`config.mk`:
```
export PLATFORM = sky130hd
export DESIGN_NAME = sweep_settle_timer
export DESIGN_NICKNAME = d
export VERILOG_FILES = /design/src/rtl/comb_sweep_checker_pkg.sv /design/src/rtl/comb_sweep_checker_settle_timer.sv
export SDC_FILE = /design/constraint.sdc
export NUM_CORES = 1
export LEC_CHECK = 0
export BUFFER_PORTS_ARGS = -buffer_cell sky130_fd_sc_hd__buf_2
export CAP_MARGIN = 0
export CORE_AREA = 4 4 41 43
export CTS_CLUSTER_SIZE = 10
export DETAILED_ROUTE_END_ITERATION = 7
export DIE_AREA = 0 0 45 47
export PLACE_DENSITY_LB_ADDON = 0.3
export SLEW_MARGIN = 20
export SYNTH_ARGS = -nofsm -noshare
export SYNTH_HDL_FRONTEND = slang
export SYNTH_SLANG_ARGS = --single-unit
```
`constraint.sdc`:
```
create_clock -name clk -period 1.38 [get_ports clk]
set_input_delay 0.276 -clock clk [delete_from_list [all_inputs] [get_ports clk]]
set_output_delay 0.276 -clock clk [all_outputs]
set_load 0.05 [all_outputs]
```
`src/rtl/comb_sweep_checker_pkg.sv`:
```
// Shared types and constants for the combinational sweep checker.
// Both the top level and the settle timer import this package.
package comb_sweep_checker_pkg;

  typedef enum logic [1:0] {
    IDLE  = 2'd0,
    APPLY = 2'd1,
    DONE  = 2'd2
  } sweep_state_t;

  localparam int         NUM_PAT  = 16;
  localparam logic [3:0] LAST_PAT = 4'd15;

  // A pattern is held for SETTLE cycles, so the counter restarts one below that.
  function automatic logic [3:0] settle_reload(input int settle);
    return 4'(settle - 1);
  endfunction

endpackage

```
`src/rtl/comb_sweep_checker_settle_timer.sv`:
```
// Loadable 4-bit down-counter that times how long each pattern is held.
// zero marks the cycle on which the response may be sampled.
module sweep_settle_timer
  import comb_sweep_checker_pkg::*;
#(
  parameter int SETTLE = 2
) (
  input  logic clk,
  input  logic rst_n,
  input  logic load,
  input  logic dec,
  output logic zero
);

  localparam logic [3:0] RELOAD = settle_reload(SETTLE);

  logic [3:0] count;

  always_ff @(posedge clk or negedge rst_n) begin
    if (!rst_n) begin
      count <= 4'd0;
    end else if (load) begin
      count <= RELOAD;
    end else if (dec && count != 4'd0) begin
      count <= count - 4'd1;
    end
  end

  assign zero = (count == 4'd0);

endmodule

```
### Word level (Yosys, flattened, before mapping)

Cells that the tools add are included.

* output and inout bits: 1
* bits in registers: 4
* input port bits: 4

* add/sub/neg operators: 1
* reduce and logical (&&, ||, !) cells: 4
* muxes and demuxes: 2

Operators with widths (number)
* 2-to-1 mux 4 bit: 2
* logical NOT 4 bit: 1
* nonzero test 4 bit: 1
* subtractor 4 x 1 -> 4 bit (second input constant): 1
* nonzero test 2 bit: 1
* logical AND 1 bit: 1

### Longest topological paths before layout

Gate-level depths: netlist of the first run.

* depth in word-level cells: 4
* depth in mapped cells: 5

### Worst setup path before layout of the first run

No wires, ideal clock.

* path type: register -> register
* from: reg count[0]
* to: reg count[1]
* setup time: 0.125 ns
* cell stages (with the launch flop): 6
* arrival time: 1.813 ns
* path buffers: 0
* slack: -0.558 ns
* cells stage by stage: dfrtp_1 > inv_1 > ha_1 > nor3b_2 > nor2b_1 > mux2_2

* longest elaborated chain between the ends: 3
* elaborated cells on any way between the ends: 6

RTL lines
* start, declared: RTL line comb_sweep_checker_settle_timer.sv:17 `logic [3:0] count;`
* start signal, assigned: RTL line comb_sweep_checker_settle_timer.sv:25 `count <= count - 4'd1;`
* subtractor 4 x 1 -> 4 bit / nonzero test 4 bit (equally long branches): RTL line comb_sweep_checker_settle_timer.sv:25, comb_sweep_checker_settle_timer.sv:24
* 2-to-1 mux 4 bit / logical AND 1 bit (equally long branches): RTL line comb_sweep_checker_settle_timer.sv:24 `end else if (dec && count != 4'd0) begin`
* 2-to-1 mux 4 bit / nonzero test 2 bit (equally long branches)

Parallel ways exist; a longest one is shown, timed or not. The select of a mux whose other input is x is not followed.
A chain may end at the register's enable or synchronous reset.

### Worst setup path in the final report of the first run

* from: reg count[1]
* to: out zero

* longest elaborated chain between the ends: 1

RTL lines
* logical NOT 4 bit: RTL line comb_sweep_checker_settle_timer.sv:29 `assign zero = (count == 4'd0);`
* end, declared: RTL line comb_sweep_checker_settle_timer.sv:12 `output logic zero`

No other way between the ends.

==> run_results.csv, run 1 <==
group,metric,value,unit
run_status,status,"finished, violations left",
run_status,violations,"setup timing",
floorplanning,chipHeight,47,um
clock_tree,cts_tree,"yes",
run,cap_violations,0,
finish,largest_reg_flops,4,
floorplanning,start_util,0.189,
synth,synth_top_cell_area_share,0.406,
grt,busiest_layer,"met2",
grt,grt_usage,0.0832,
timing,period_share,1.11,
min_path,hp-start,"load",
floorplanning,io_pins,5,
min_path,min_to,"count[2]$_DFFE_PN0P_",
timing,holdWs,317,ps
floorplanning,die_w,45,um
timing,clock.fmax,652,MHz
route,vias,239,
synth,ys_warn_count,0,
timing,clock_skew,0.629,ps
synth,ys_ff_latch,4,
finish,nets,51,
grt,grt_overflow,0,
grt,use_met1,0.0688,
route,drcViolationCount,0,
pwr,switchingPower,0.155,mW
worst_setup_path,crit_arrival,1260,ps
route,drt-total-wl,612,um
clock_tree,numCtsBuffers,3,
route,vias_per_cell,4.12,
finish,finalInstanceArea,473,um2
route,wl_per_cell,10.6,um
placed_design,placedCellCount,47,
floorplanning,dieArea,2120,um2
finish,register_area,100,um2
clock_tree,clockRootBuffer,"clkbuf_4",
synth,syn-instance-count,24,
finish,areaGrowthSynthToFinish,91.9,%
timing,worst_slew_pin_slew,237,ps
worst_setup_path,cpPeakStageDelay,370,ps
timing,setup_violations,3,
synth,synth_fp_nets,30,
clock_tree,clk_pin_slew,40,ps
min_path,holdPathStages,2,
placed_design,port_buffers,4,
grt,grt_pass1_wl,1.17,mm
timing,post-route-worst-setup-slack,-154,ps
worst_setup_path,r2r_start,"count[0]$_DFFE_PN0P_",
timing,final-max-slew-violation-count,0,
synth,ys_types,14,
floorplanning,design.core.area,1300,um2
timing,rsz0062_at_grt,"true",
worst_setup_path,crit_type,"flop to output pin",
floorplanning,core.rowCount,13,
min_path,hold_class,"primary input to flop",
route,ant_nets,0,
clock_tree,cts.sinks,4,
finish,fin_cells,58,
pwr,swShare,0.303,
worst_setup_path,regToRegSetupSlack,-60,ps
pwr,intPower,0.357,mW
grt,grt_util_met3,0.0690,
worst_setup_path,cp_cell_sequence,"inv_2 > ha_4 > nor3b_4 > buf_6",
pwr,pwr-share-comb,0.439,
timing,setup_tns,-250,ps
clock_tree,cts_max_level,1,
timing,final-hold-violation-count,0,
synth,synthesis.area,246,um2
worst_setup_path,slowest_stage,"dfrtp_1",
route,drt-initial-drc-count,1,
placed_design,dp_worst_setup_slack,-59.4,ps
clock_tree,clk_latency,230,ps
placed_design,place_area,324,um2
grt,antenna_found_initial,0,
synth,seq_area_frac_synth,0.406,
synth,ys_top_cells_by_area,"dfrtp_1 (41%), ha_1 (10%), nor2_1 (6.1%)",
route,drtPass1Iterations,2,
pwr,powerDensity,1080,nW/um2
worst_setup_path,crit_required,1100,ps
finish,layout-drive-gt1-share,0.721,
worst_setup_path,crit_path_start_kind,"flop",
pwr,ir_worst_vdd,0.000579,V
pwr,p_clk_frac,0.274,
placed_design,gp_congestion,0.679,
timing,slew_headroom,0.842,
placed_design,dp_hpwl,384,um
finish,regMostFlops,"count",
synth,synth_top_area_cell,"dfrtp_1",
finish,multi_input_area,194,um2
clock_tree,cts_buffer_depth,2,
finish,n_antenna_cell,0,
worst_setup_path,r2r-end,"count[1]$_DFFE_PN0P_",
worst_setup_path,r2r_cells,6,
timing,min_period,1530,ps
pwr,power_frac_seq,0.287,
finish,nFillCells,143,
worst_setup_path,endpoint_kind,"output pin",
pwr,power_leakage,0.219,nW
synth,avgSynthCellArea,10.3,um2
grt,grt_pass1_vias,283,
finish,largestRegisters,"count x4",
worst_setup_path,cp_max_fo,4,
grt,grt_max_degree,8,
grt,met2_usage,0.161,
[cell usage in the layout, fill, tap and decap left out]
cell type      count
dfrtp_1            4
or4b_4             1
mux2_2             1
clkbuf_4           3
nor2_1             4
a21oi_4            1
mux2i_1            1
nor4_2             1
dlygate4sd3_1      1
nand2_2            2
or3_4              1
a31o_1             1
inv_1              1
ha_4               2
buf_2              3
buf_6              3
inv_2              2
nor2b_4            1
nor3b_4            1
buf_4              9
[Yosys cell counts]
cell	n
or3_2	1
a21oi_1	1
or4b_4	1
nor3b_2	1
mux2_2	1
nor2b_1	1
nor4_2	1
inv_1	3
mux2i_1	1
nand2_1	2
a31o_1	1
nor2_1	4
dfrtp_1	4
ha_1	2
[power by group through the flow]
stage / Sequential (mW) / Clock [mW] / Combinational, mW
after floorplan: 0.145 / 0 / 0.0834
after global placement: 0.148 / 0 / 0.130
after detailed placement: 0.149 / 0 / 0.131
after CTS: 0.147 / 0.149 / 0.205
after global routing: 0.150 / 0.161 / 0.243
final: 0.147 / 0.140 / 0.224
[cell families after synthesis]
logic type / Yosys count / share of synthesized area
AO/OA/AOI/OAI: 2 / 0.0558
adder cells (fa/ha/maj): 2 / 0.102
buffers and inverters: 3 / 0.0457
flip-flops: 4 / 0.406
multiplexers: 2 / 0.0863
AND/OR/NAND/NOR: 11 / 0.305
[metrics by stage]
stage / power, mW / util
after floorplan: 0.229 / -
after global placement: 0.278 / 0.249
after detailed placement: 0.280 / 0.249
after CTS: 0.500 / 0.347
after global routing: 0.555 / 0.363
final: 0.512 / 0.363
[critical path, delay by kind of cell, from the launching register on]
family | cells | cell delay (ps)
and+or+nand+nor | 1 | 250
buffers and inverters | 2 | 290
DFF | 1 | 370
adders and majority gates | 1 | 120
[what timing repair did]
item	4_1_cts	5_1_grt
endpoints found under the hold margin	4	0
pin swaps	5	2
hold buffers	1	0
setup endpoints to repair	3	5
gates resized for setup	12	3
setup buffers	9	1
[worst max path at each step]
stage                          from                    to  slack (ps)  depth (start not counted)
6_report       count[1]$_DFFE_PN0P_                  zero        -150                          4
5_1_grt        count[1]$_DFFE_PN0P_                  zero        -240                          4
4_1_cts        count[0]$_DFFE_PN0P_                  zero        -160                          4
3_5_place_dp   count[0]$_DFFE_PN0P_  count[2]$_DFFE_PN0P_         -60                          5
3_3_place_gp   count[0]$_DFFE_PN0P_                  zero         -40                          4
2_1_floorplan  count[0]$_DFFE_PN0P_  count[1]$_DFFE_PN0P_        -280                          5
[cell type report]
class                      instances  share of cell area
clock buffer                       3              0.0476
timing repair buffer              16               0.267
multi-input combinational         17               0.410
tap                               15              0.0397
inverter                           3              0.0238
sequential                         4               0.212
[per-layer routing]
| layer | up-vias | wire (um) |
|---|---|---|
| li1 | 120 | - |
| met3 | 0 | 41 |
| met5 | - | 0 |
| met4 | 0 | 0 |
| met2 | 5 | 369 |
| met1 | 114 | 200 |
Power figures use the tool's default switching activity.
==> inputs of run 2 (changes only) <==
ABC_AREA = 1   (was default)
PLACE_DENSITY = 0.36   (was default)
PLACE_DENSITY_LB_ADDON = default   (was 0.3)
==> run_results.csv, run 2 <==
group,metric,value,unit
run_status,status,"finished clean",
grt,antenna_found_initial,0,
synth,ys_warn_count,0,
timing,final-max-slew-violation-count,0,
synth,synth_top_cell_area_share,0.392,
finish,final_util,0.301,
timing,holdWs,320,ps
clock_tree,cts_max_level,1,
synth,synth_fp_nets,41,
route,drt-initial-drc-count,3,
floorplanning,core.rowCount,13,
placed_design,dp_worst_setup_slack,79.9,ps
synth,syn-instance-count,35,
worst_setup_path,cp_cell_sequence,"inv_2 > ha_4 > nand2_4 > inv_2 > buf_8",
worst_setup_path,crit_path_start_kind,"flop",
worst_setup_path,slowest_stage,"dfrtp_1",
route,vias,237,
synth,avgSynthCellArea,7.29,um2
timing,clock.fmax,740,MHz
clock_tree,clk_pin_slew,40,ps
timing,final-hold-violation-count,0,
placed_design,gp_congestion,0.697,
clock_tree,cts_tree,"yes",
synth,synthTopCellsByCount,"nand2_1 (10), inv_1 (6), dfrtp_1 (4)",
synth,synth-async-reset-ratio,1.00,
finish,n_antenna_cell,0,
timing,period_share,0.979,
finish,layout-drive-gt1-share,0.426,
worst_setup_path,cpPeakStageDelay,380,ps
worst_setup_path,crit_top_cell,"inv_2",
synth,synth_top_area_cell,"dfrtp_1",
route,drt-total-wl,544,um
synth,ys_types,13,
pwr,intPower,0.317,mW
worst_setup_path,crit_arrival,1080,ps
synth,synthesis.area,255,um2
clock_tree,cts_buffer_depth,2,
finish,areaGrowthSynthToFinish,53.4,%
timing,slew_headroom,0.836,
synth,ys_top_cells_by_area,"dfrtp_1 (39%), nand2_1 (15%), ha_1 (9.8%)",
worst_setup_path,r2r_cells,6,
run,cap_violations,0,
timing,clock_skew,1.46,ps
finish,regMostFlops,"count",
finish,largestRegisters,"count x4",
floorplanning,dieArea,2120,um2
timing,setup_tns,0,ps
grt,grt_pass1_wl,952,um
clock_tree,clockRootBuffer,"clkbuf_4",
floorplanning,io_pins,5,
worst_setup_path,crit_required,1100,ps
timing,worst_slew_pin_slew,246,ps
grt,grt_max_degree,5,
synth,seq_area_frac_synth,0.392,
floorplanning,chipHeight,47,um
pwr,p_clk_frac,0.296,
min_path,hp-start,"load",
floorplanning,start_util,0.196,
grt,grt_usage,0.0642,
placed_design,place_area,302,um2
synth,ys_ff_latch,4,
timing,rsz0062_at_grt,"true",
pwr,switchingPower,0.160,mW
finish,final_cell_mix,"nand2_1 (9), inv_2 (4), dfrtp_1 (4), buf_4 (4)",
grt,grt_overflow,0,
finish,multi_input_area,154,um2
route,drcViolationCount,0,
grt,grt_pass1_vias,252,
finish,nets,55,
worst_setup_path,cp_max_fo,2,
pwr,pwr-share-comb,0.390,
worst_setup_path,path_delay_family,"flip-flops",
clock_tree,numCtsBuffers,3,
finish,nFillCells,147,
pwr,power_frac_seq,0.314,
synth,synth.most_common_cell,"nand2_1",
floorplanning,design.core.area,1300,um2
route,drtPass1Iterations,4,
worst_setup_path,r2r-end,"count[2]$_DFFE_PN0P_",
finish,finalInstanceArea,392,um2
worst_setup_path,regToRegSetupSlack,220,ps
min_path,holdPathStages,4,
floorplanning,die_w,45,um
timing,post-route-worst-setup-slack,28.8,ps
finish,layout_commonest_cell,"nand2_1",
min_path,min_to,"count[1]$_DFFE_PN0P_",
timing,min_period,1350,ps
pwr,powerDensity,1220,nW/um2
clock_tree,clk_latency,230,ps
placed_design,port_buffers,4,
synth,synth_edf_count,0,
pwr,swShare,0.336,
finish,register_area,100,um2
route,vias_per_cell,3.82,
pwr,power_leakage,0.215,nW
min_path,hold_class,"primary input to flop",
worst_setup_path,path_buf_inv,3,
route,wl_per_cell,8.77,um
clock_tree,cts.sinks,4,
timing,setup_violations,0,
pwr,ir_worst_vdd,0.000485,V
synth,ys_dominant_reg_cell,"dfrtp_1",
worst_setup_path,crit_type,"flop to output pin",
route,ant_nets,0,
worst_setup_path,endpoint_kind,"output pin",
finish,largest_reg_flops,4,
worst_setup_path,r2r_start,"count[0]$_DFFE_PN0P_",
## run 2: per-layer routing
metal | GRT usage | vias to the layer above | share of wire
met2 | 0.0989 | 4 | 0.48
met5 | 0 | - | 0
met3 | 0.0115 | 0 | 0.046
li1 | - | 132 | -
met4 | 0.0526 | 0 | 0
met1 | 0.0782 | 101 | 0.48
## run 2: cell families (layout without fill, tap and decap cells)
logic type               Yosys count  after routing  synth area share
AO/OA/AOI/OAI                      2              2            0.0392
XOR/XNOR                           1              1            0.0343
adder cells (fa/ha/maj)            2              2            0.0980
buffers and inverters              7             19             0.103
flip-flops                         4              4             0.392
AND/OR/NAND/NOR                   19             19             0.333
## run 2: how the worst max path moves through the flow
stage / to / depth (start not counted) / from
after detailed placement: zero / 5 / count[1]$_DFFE_PN0P_
after CTS: zero / 5 / count[1]$_DFFE_PN0P_
after global placement: zero / 5 / count[1]$_DFFE_PN0P_
after floorplan: zero / 4 / count[0]$_DFFE_PN0P_
after global routing: zero / 5 / count[0]$_DFFE_PN0P_
final: zero / 5 / count[0]$_DFFE_PN0P_
## run 2: final cells by class
class	instances	area share
multi-input combinational	24	0.393
sequential	4	0.256
timing repair buffer	9	0.179
inverter	7	0.0671
clock buffer	3	0.0575
tap	15	0.0479
## run 2: worst reg2reg max path, cell delays in order, from the launching register on
cell and delay (ps):
dfrtp_1 350, inv_2 60, buf_4 140, ha_1 200, xor2_1 140, nand3_1 90
nand2_1 60
## run 2: through the flow
step           instances  power [mW]
5_1_grt               62       0.510
3_3_place_gp          55       0.272
2_1_floorplan         35       0.238
4_1_cts               61       0.469
3_5_place_dp          55       0.274
6_report              62       0.477
## run 2: repair_timing
| action | CTS | global route |
|---|---|---|
| endpoints found under the setup margin | 1 | 1 |
| gates resized for setup | 9 | 2 |
| endpoints found under the hold margin | 4 | 0 |
| buffers inserted | 2 | 1 |
| hold buffers | 1 | 0 |
| pin swaps | 2 | 2 |
## run 2: power by group through the flow
stage          sequential, mW  clock, mW  combinational [mW]
2_1_floorplan           0.145          0              0.0926
3_3_place_gp            0.149          0               0.123
3_5_place_dp            0.147          0               0.126
4_1_cts                 0.147      0.152               0.171
5_1_grt                 0.152      0.151               0.207
6_report                0.150      0.141               0.186
==> inputs of run 3 (changes only) <==
==> constraint.sdc (replaced) <==
create_clock -name clk -period 1.38 [get_ports clk]
set_input_delay 0.138 -clock clk [delete_from_list [all_inputs] [get_ports clk]]
set_output_delay 0.138 -clock clk [all_outputs]
set_load 0.05 [all_outputs]
==> run_results.csv, run 3 (synthesis results as in run 2) <==
group,metric,value,unit
placed_design,port_buffers,4,
floorplanning,design.core.area,1300,um2
finish,n_antenna_cell,0,
run,cap_violations,0,
timing,worst_slew_pin_slew,230,ps
pwr,powerDensity,1210,nW/um2
floorplanning,io_pins,5,
worst_setup_path,endpoint_kind,"output pin",
timing,slew_headroom,0.847,
min_path,holdPathStages,4,
finish,layout_commonest_cell,"nand2_1",
pwr,power_leakage,0.199,nW
worst_setup_path,crit_path_start_kind,"flop",
worst_setup_path,path_buf_inv,3,
floorplanning,core.rowCount,13,
finish,multi_input_area,131,um2
pwr,pwr-share-comb,0.329,
grt,grt_usage,0.0578,
worst_setup_path,crit_type,"flop to output pin",
clock_tree,cts.sinks,4,
route,vias_per_cell,3.82,
timing,setup_violations,0,
placed_design,dp_hpwl,412,um
clock_tree,cts_tree,"yes",
clock_tree,numCtsBuffers,3,
clock_tree,clk_latency,230,ps
floorplanning,die_w,45,um
clock_tree,cts_buffer_depth,2,
finish,fin_cells,60,
finish,areaGrowthSynthToFinish,37.3,%
worst_setup_path,crit_arrival,1160,ps
route,drcViolationCount,0,
timing,post-route-worst-setup-slack,81.0,ps
grt,grt_overflow,0,
worst_setup_path,slowest_stage,"dfrtp_1",
timing,period_share,0.941,
finish,largest_reg_flops,4,
grt,use_met1,0.0595,
grt,grt_pass1_vias,245,
finish,final_util,0.269,
worst_setup_path,cp_max_fo,3,
timing,clock.fmax,770,MHz
pwr,swShare,0.320,
timing,min_period,1300,ps
timing,holdWs,189,ps
floorplanning,dieArea,2120,um2
finish,regMostFlops,"count",
worst_setup_path,cp_cell_sequence,"inv_2 > ha_2 > nand2_1 > inv_1 > buf_6",
grt,grt_util_met3,0.0153,
grt,antenna_found_initial,0,
route,drtPass1Iterations,3,
clock_tree,clockRootBuffer,"clkbuf_4",
worst_setup_path,r2r_cells,6,
finish,register_area,100,um2
grt,grt_pass1_wl,841,um
finish,layout-drive-gt1-share,0.356,
route,wl_per_cell,8.00,um
grt,met2_usage,0.0876,
timing,setup_tns,0,ps
clock_tree,cts_max_level,1,
worst_setup_path,cpPeakStageDelay,380,ps
timing,final-hold-violation-count,0,
route,ant_nets,0,
route,drt-total-wl,480,um
placed_design,placedCellCount,54,
worst_setup_path,crit_required,1240,ps
pwr,switchingPower,0.135,mW
min_path,hold_class,"primary input to flop",
pwr,ir_worst_vdd,0.000393,V
run_status,status,"finished clean",
pwr,power_frac_seq,0.350,
placed_design,dp_worst_setup_slack,167,ps
grt,busiest_layer,"met2",
placed_design,gp_congestion,0.720,
clock_tree,clk_pin_slew,30,ps
pwr,p_clk_frac,0.321,
finish,largestRegisters,"count x4",
route,drt-initial-drc-count,5,
finish,nFillCells,152,
grt,grt_max_degree,6,
finish,nets,53,
worst_setup_path,path_depth,5,
timing,final-max-slew-violation-count,0,
floorplanning,start_util,0.196,
route,vias,229,
timing,clock_skew,0.662,ps
finish,final_cell_mix,"nand2_1 (10), inv_1 (4), dfrtp_1 (4)",
floorplanning,chipHeight,47,um
worst_setup_path,path_delay_family,"flip-flops",
pwr,intPower,0.288,mW
## run 3: cell types whose count changed in the layout (fill, tap and decap cells not counted)
cell	previous run	this run
buf_8	1	0
buf_6	0	1
nand2_4	1	0
nor2_4	1	0
ha_2	0	1
nand2_1	9	10
buf_4	4	2
ha_4	1	0
nor2_2	0	1
inv_2	4	3
inv_1	3	4
## run 3: metal layers
metal | vias to the layer above | share of wire
li1 | 126 | -
met1 | 99 | 0.40
met2 | 4 | 0.53
met3 | 0 | 0.067
met4 | 0 | 0
met5 | - | 0
## run 3: worst paths after layout
kind                                      startpoint                    to  slack, ps
worst min-delay path                            load  count[1]$_DFFE_PN0P_        190
worst max-delay path            count[1]$_DFFE_PN0P_                  zero         80
min in group asynchronous                      rst_n  count[1]$_DFFE_PN0P_        240
worst max register to register  count[0]$_DFFE_PN0P_  count[2]$_DFFE_PN0P_        260
worst min register to register  count[0]$_DFFE_PN0P_  count[0]$_DFFE_PN0P_        520
max in group asynchronous                      rst_n  count[3]$_DFFE_PN0P_       1030
## run 3: cell type report
class                           count  area share
Multi-Input combinational cell     24       0.375
Sequential cell                     4       0.286
Timing Repair Buffer                7       0.146
Inverter                            7      0.0750
Clock buffer                        3      0.0643
Tap cell                           15      0.0536
## run 3: what timing repair did
| item | CTS | global route |
|---|---|---|
| setup endpoints to repair | 1 | 1 |
| buffers inserted | 0 | 2 |
| resized for setup | 2 | 3 |
| gates cloned | 0 | 0 |
| endpoints found under the hold margin | 4 | 0 |
| hold buffers | 1 | 0 |
## run 3: power groups by stage
| stage | logic [mW] | clock network (mW) | registers [mW] |
|---|---|---|---|
| floorplan | 0.0926 | 0 | 0.145 |
| global placement | 0.117 | 0 | 0.148 |
| detailed placement | 0.119 | 0 | 0.148 |
| CTS | 0.125 | 0.146 | 0.147 |
| global route | 0.159 | 0.150 | 0.149 |
| finish | 0.139 | 0.136 | 0.148 |
## run 3: worst min-delay path: cells and delay by family
kind                   cells  cell delay (ps)
AO/OA/AOI/OAI              1               60
buffers and inverters      1               90
AND/OR/NAND/NOR            2               90
## run 3: metrics by stage
stage / power [mW] / cell area (um2)
after floorplan: 0.238 / 255
after global placement: 0.266 / 294
after detailed placement: 0.267 / 294
after CTS: 0.418 / 329
after global routing: 0.459 / 350
final: 0.423 / 350
